[config.mk]
export PLATFORM = sky130hd
export DESIGN_NAME = vga_text_ctrl
export DESIGN_NICKNAME = d
export VERILOG_FILES = /design/src/rtl/vga_text_pkg.sv /design/src/rtl/vga_text_ctrl_rr_arb2.sv /design/src/rtl/vga_text_ctrl.sv
export SDC_FILE = /design/constraint.sdc
export NUM_CORES = 1
export LEC_CHECK = 0
export ABC_AREA = 1
export CORE_UTILIZATION = 30
export DETAILED_ROUTE_END_ITERATION = 8
export PLACE_DENSITY = 0.6
export REMOVE_ABC_BUFFERS = 1
export SLEW_MARGIN = 0
export SYNTH_ARGS = -nofsm -noshare
export SYNTH_HDL_FRONTEND = slang
export SYNTH_SLANG_ARGS = --single-unit
[constraint.sdc]
create_clock -name clk_50 -period 8 [get_ports clk_50]
set_clock_uncertainty 0.2 [all_clocks]
set_input_delay 1.6 -clock clk_50 [delete_from_list [all_inputs] [get_ports clk_50]]
set_output_delay 1.6 -clock clk_50 [all_outputs]
set_load 0.02 [all_outputs]
[src/rtl/vga_text_pkg.sv]
// Shared constants and state encoding for the VGA text-line controller.
// Control codes are plain ints so each user can size them to its own char width.
package vga_text_pkg;

  localparam int CHAR_W      = 7;
  localparam int SYMBOLS_DEF = 16;

  localparam int CC_BS    = 8'h08;
  localparam int CC_LF    = 8'h0A;
  localparam int CC_FF    = 8'h0C;
  localparam int CC_PR_LO = 8'h20;
  localparam int CC_PR_HI = 8'h7E;

  typedef enum logic [2:0] {
    ST_IDLE,
    ST_WRITE,
    ST_SHIFT,
    ST_CLEAR,
    ST_RELEASE
  } state_t;

endpackage

[src/rtl/vga_text_ctrl_rr_arb2.sv]
// Two-way round-robin arbiter with a one-hot grant.
// Priority only moves when both sources contend, so the loser of a tie wins the next tie.
module rr_arb2 (
  input  logic       i_clk,
  input  logic       i_rst,
  input  logic       i_en,
  input  logic [1:0] i_req,
  output logic [1:0] o_gnt
);

  logic r_prio_kbd;
  logic w_tie;

  assign w_tie = i_en && (i_req == 2'b11);

  always_comb begin
    o_gnt = 2'b00;
    if (i_en) begin
      if (w_tie) o_gnt = r_prio_kbd ? 2'b10 : 2'b01;
      else       o_gnt = i_req;
    end
  end

  always_ff @(posedge i_clk or posedge i_rst) begin
    if (i_rst)      r_prio_kbd <= 1'b0;
    else if (w_tie) r_prio_kbd <= o_gnt[0];
  end

endmodule

[src/rtl/vga_text_ctrl.sv]
// Single-line text buffer fed by CPU and keyboard echo via req/ack handshakes.
// Handles printable append/scroll, backspace and a slot-by-slot clear.
module vga_text_ctrl #(
  parameter int SYMBOLS = vga_text_pkg::SYMBOLS_DEF,
  parameter int CHAR_W  = vga_text_pkg::CHAR_W
) (
  input  logic                      clk_50,
  input  logic                      reset,
  input  logic                      cpu_req,
  input  logic [CHAR_W-1:0]         cpu_char,
  output logic                      cpu_ack,
  input  logic                      kbd_req,
  input  logic [CHAR_W-1:0]         kbd_char,
  output logic                      kbd_ack,
  output logic [SYMBOLS*CHAR_W-1:0] characters,
  output logic [4:0]                count,
  output logic                      busy
);
  import vga_text_pkg::*;

  localparam int IW = (SYMBOLS > 1) ? $clog2(SYMBOLS) : 1;

  state_t            r_state;
  logic [CHAR_W-1:0] r_slots [SYMBOLS];
  logic [CHAR_W-1:0] r_char;
  logic              r_src;
  logic [4:0]        r_count;
  logic [IW-1:0]     r_clr_idx;
  logic              r_cpu_ack;
  logic              r_kbd_ack;

  logic [1:0] w_gnt;
  logic       w_print;
  logic       w_full;
  logic       w_bs;
  logic       w_clr_code;
  logic       w_clr_last;
  logic       w_src_req;
  logic       w_ack_now;

  rr_arb2 u_arb (
    .i_clk (clk_50),
    .i_rst (reset),
    .i_en  (r_state == ST_IDLE),
    .i_req ({kbd_req, cpu_req}),
    .o_gnt (w_gnt)
  );

  assign w_print    = (r_char >= CHAR_W'(CC_PR_LO)) &&
                      (r_char <= CHAR_W'(CC_PR_HI));
  assign w_full     = r_count >= 5'(SYMBOLS);
  assign w_bs       = r_char == CHAR_W'(CC_BS);
  assign w_clr_code = (r_char == CHAR_W'(CC_LF)) ||
                      (r_char == CHAR_W'(CC_FF));
  assign w_clr_last = r_clr_idx == IW'(SYMBOLS - 1);
  assign w_src_req  = r_src ? kbd_req : cpu_req;

  always_comb begin
    w_ack_now = 1'b0;
    unique case (r_state)
      ST_WRITE: w_ack_now = !(w_print && w_full) && !w_clr_code;
      ST_SHIFT: w_ack_now = 1'b1;
      ST_CLEAR: w_ack_now = w_clr_last;
      default:  w_ack_now = 1'b0;
    endcase
  end

  always_ff @(posedge clk_50 or posedge reset) begin
    if (reset) begin
      r_state   <= ST_IDLE;
      r_char    <= '0;
      r_src     <= 1'b0;
      r_count   <= '0;
      r_clr_idx <= '0;
      r_cpu_ack <= 1'b0;
      r_kbd_ack <= 1'b0;
      for (int i = 0; i < SYMBOLS; i++) r_slots[i] <= '0;
    end else begin
      r_cpu_ack <= w_ack_now && !r_src;
      r_kbd_ack <= w_ack_now && r_src;
      unique case (r_state)
        ST_IDLE: begin
          if (|w_gnt) begin
            r_src   <= w_gnt[1];
            r_char  <= w_gnt[1] ? kbd_char : cpu_char;
            r_state <= ST_WRITE;
          end
        end
        ST_WRITE: begin
          if (w_print) begin
            if (w_full) begin
              r_state <= ST_SHIFT;
            end else begin
              for (int i = 0; i < SYMBOLS; i++)
                if (5'(i) == r_count) r_slots[i] <= r_char;
              r_count <= r_count + 5'd1;
              r_state <= ST_RELEASE;
            end
          end else if (w_bs) begin
            // i+1 == count never matches at count 0, so an empty line is untouched
            for (int i = 0; i < SYMBOLS; i++)
              if (5'(i) + 5'd1 == r_count) r_slots[i] <= '0;
            if (r_count != 5'd0) r_count <= r_count - 5'd1;
            r_state <= ST_RELEASE;
          end else if (w_clr_code) begin
            r_clr_idx <= '0;
            r_state   <= ST_CLEAR;
          end else begin
            r_state <= ST_RELEASE;
          end
        end
        ST_SHIFT: begin
          for (int i = 0; i < SYMBOLS - 1; i++) r_slots[i] <= r_slots[i+1];
          r_slots[SYMBOLS-1] <= r_char;
          r_state <= ST_RELEASE;
        end
        ST_CLEAR: begin
          for (int i = 0; i < SYMBOLS; i++)
            if (IW'(i) == r_clr_idx) r_slots[i] <= '0;
          if (w_clr_last) begin
            r_count <= '0;
            r_state <= ST_RELEASE;
          end else begin
            r_clr_idx <= r_clr_idx + IW'(1);
          end
        end
        ST_RELEASE: begin
          if (!w_src_req) r_state <= ST_IDLE;
        end
        default: r_state <= ST_IDLE;
      endcase
    end
  end

  for (genvar g = 0; g < SYMBOLS; g++) begin : g_out
    assign characters[g*CHAR_W +: CHAR_W] = r_slots[g];
  end

  assign count   = r_count;
  assign busy    = r_state != ST_IDLE;
  assign cpu_ack = r_cpu_ack;
  assign kbd_ack = r_kbd_ack;

endmodule

==> results.cfg <==
[run_status]
status = finished, final reports clean

[place]
hpwl_mm = 15.8
placed_cell_area_um2 = 9460
io_buffers = 137
place_congestion = 0.885

[yosys]
synth_xor_area_share_pct = 0.222
yosys.area_share.adder_pct = 1.59
synth_area_um2 = 7890
synth_mux_area_share_pct = 0
ys_ff_latch = 135
netlist_top_cells_area = dfrtp_1 43%, nand2_1 24%, nand3_1 6.8%
syn_area_per_cell_um2 = 7.09
synth-edff-count = 0
netlist.area_leader.share_pct = 42.8
yosysTopAreaCell = dfrtp_1
yosysSeqAreaShare_pct = 42.8
synth-simple-area-share_pct = 39.8
async_reset_ff_share_pct = 100
synth_compound_area_share_pct = 8.78
syn_inst = 1114
ys_warn_count = 0
ys.flop_type = dfrtp_1
synth_top_family_by_area = simple AND/OR/NAND/NOR gates
ys_types = 29

[pwr]
power_density_nw_per_um2 = 437
leakagePower_nw = 5.10
irDropWorstVdd_mv = 0.172

[global_routing]
grt_usage_pct = 17.7
grt_pass1_wl_mm = 36.9
grt_max_degree = 76
grt_pass1_vias = 7239
grt.overflow.total = 0
antenna_found_initial = 1

[floorplan]
io_pins = 138
die_area_um2 = 27000
die_h_um = 164
core_um2 = 25900
initial_utilization_pct = 30.5
fp-row-count = 59
die-width_um = 164

[drt]
vias_per_cell = 4.78
ant_nets = 0
wl_mm = 23.1
drt_iter0_drc = 380
route.vias.total = 7530
dr.pass1.iters = 5
wl_per_cell_um = 14.7
drc = 0

[worst_setup_path]
r2r_cells = 11
regToRegStartpoint = r_char[0]$_DFFE_PP0P_
max_stage_delay_ns = 0.66
cp_common_cell = nand2_1
crit_buf_inv = 3
r2r_end = characters[49]$_DFFE_PP0P_
startpoint = r_char[0]$_DFFE_PP0P_
reg2reg_slack_ns = 4.36
cpLargestDelayFamily = simple AND/OR/NAND/NOR gates
crit_end = characters[49]$_DFFE_PP0P_
cp.depth = 11
cpMaxStageDelayCell = buf_4
crit_path_max_fanout = 66
worstSetupPathType = reg -> reg
startpoint_type = register
required_ns = 8.12
endpoint_kind = register
worstPathArrival_ns = 3.76
cp_cell_sequence = inv_1, nor2_1, nand2_1, nand2_2, nand3_1, nand2_2, inv_2, buf_4, nand2_1, nand2_1, nand2_1

[clocking]
cts_setup_buffers = 0
cts_root_buf = clkbuf_16
hold_buffers = 0
cts_resized = 0
cts.path.max_buffers = 2
htreeDepth = 4
numCtsBuffers = 17
clk_pin_slew_ns = 0.06
cts_tree = done
clkLatencyLatePin_ns = 0.43
cts.sinks = 135

[timing]
setup_viol = 0
hold_viol_final = 0
final.setup.tns_ns = 0
tightestPinTransition_ns = 1.17
drv_slew = 0
fin_crit_sh_pct = 45.5
rsz0062_at_grt = no
fmax_mhz = 275
relSlewSlack_pct = 21.8
finalCriticalPeriod_ns = 3.64

[cells_and_area]
nNetsFinal = 1255
design_area_um2 = 10100
final_common_cell = nand2_1
diodes = 0
layout_common_cells = 510 x nand2_1, 137 x clkdlybuf4s50_1, 135 x dfrtp_1
drive_above_1_share_pct = 6.94
area_growth_pct = 28.0

[run]
cap_violations = 0

[hold_path]
min_path_cells = 1
hold_path.class = reg -> reg
worst min path at each step:
stage | from | to | slack (ns)
finish | r_src$_DFFE_PP0P_ | cpu_ack$_DFF_PP0_ | 0.25
CTS | r_src$_DFFE_PP0P_ | cpu_ack$_DFF_PP0_ | 0.25
detailed placement | r_src$_DFFE_PP0P_ | cpu_ack$_DFF_PP0_ | 0.24
global placement | r_src$_DFFE_PP0P_ | cpu_ack$_DFF_PP0_ | 0.23
floorplan | r_src$_DFFE_PP0P_ | cpu_ack$_DFF_PP0_ | 0.22
global route | r_src$_DFFE_PP0P_ | cpu_ack$_DFF_PP0_ | 0.28
state kept, by name, summed over array words and instances, names as in the netlist:
register          flops
characters          112
r_char                7
count                 5
r_clr_idx             4
r_state               3
cpu_ack               1
kbd_ack               1
r_src                 1
u_arb.r_prio_kbd      1
through the flow:
stage / std cells / hold WS, ns / utilization [%] / total power, mW / setup slack [ns]
final: 1574 / 0.252 / 39.0 / 4.42 / 4.36
after global routing: 1574 / 0.277 / 39.0 / 4.76 / 4.02
after CTS: 1574 / 0.253 / 39.0 / 4.44 / 4.36
after detailed placement: 1543 / 0.239 / 36.5 / 3.56 / 4.11
after global placement: 1543 / 0.229 / 36.5 / 3.54 / 4.10
after floorplan: 1067 / 0.222 / - / 2.65 / 2.59
Yosys cell counts, drive strengths merged, types with 6 or more instances:
library cell,instances
nand3,116
nand4,15
ha,10
dfrtp,135
o21ai,53
nand2,524
inv,73
a21oi,26
nor2,74
o21bai,35
clkbuf,6
buf,41
worst register-to-register path, cell delays in order (launching register included):
cell,delay [ns]
dfrtp_1,0.39
inv_1,0.11
nor2_1,0.06
nand2_1,0.55
nand2_2,0.47
nand3_1,0.22
nand2_2,0.08
inv_2,0.26
buf_4,0.66
nand2_1,0.35
nand2_1,0.13
nand2_1,0.06
power breakdown:
part / internal, mW / leakage, nW / switching [mW]
registers: 0.929 / 1.77 / 0.237
clock network: 0.559 / 0.305 / 0.303
logic: 0.826 / 3.03 / 1.57
total: 2.31 / 5.10 / 2.11
layout make-up:
class	count	area [um2]
clock buffer	19	443
clock inverter	12	200
fill	2706	15800
inverter	73	277
multi-input combinational	859	3990
sequential	135	3380
tap	335	419
timing repair buffer	141	1400
layer usage:
layer	vias to the layer above	routed length, um	track usage [%]
li1	3775	-	-
met1	3523	10900	23.7
met2	203	10500	27.8
met3	29	1320	3.89
met4	0	359	6.14
met5	-	0	0
kinds of logic after synthesis:
logic type / Yosys count
adders and majority gates: 10
buffers and inverters: 120
DFF: 135
and+or+nand+nor: 731
AOI/OAI and AO/OA: 116
xor gates and xnor gates: 2
(Power assumes the default switching activity.)
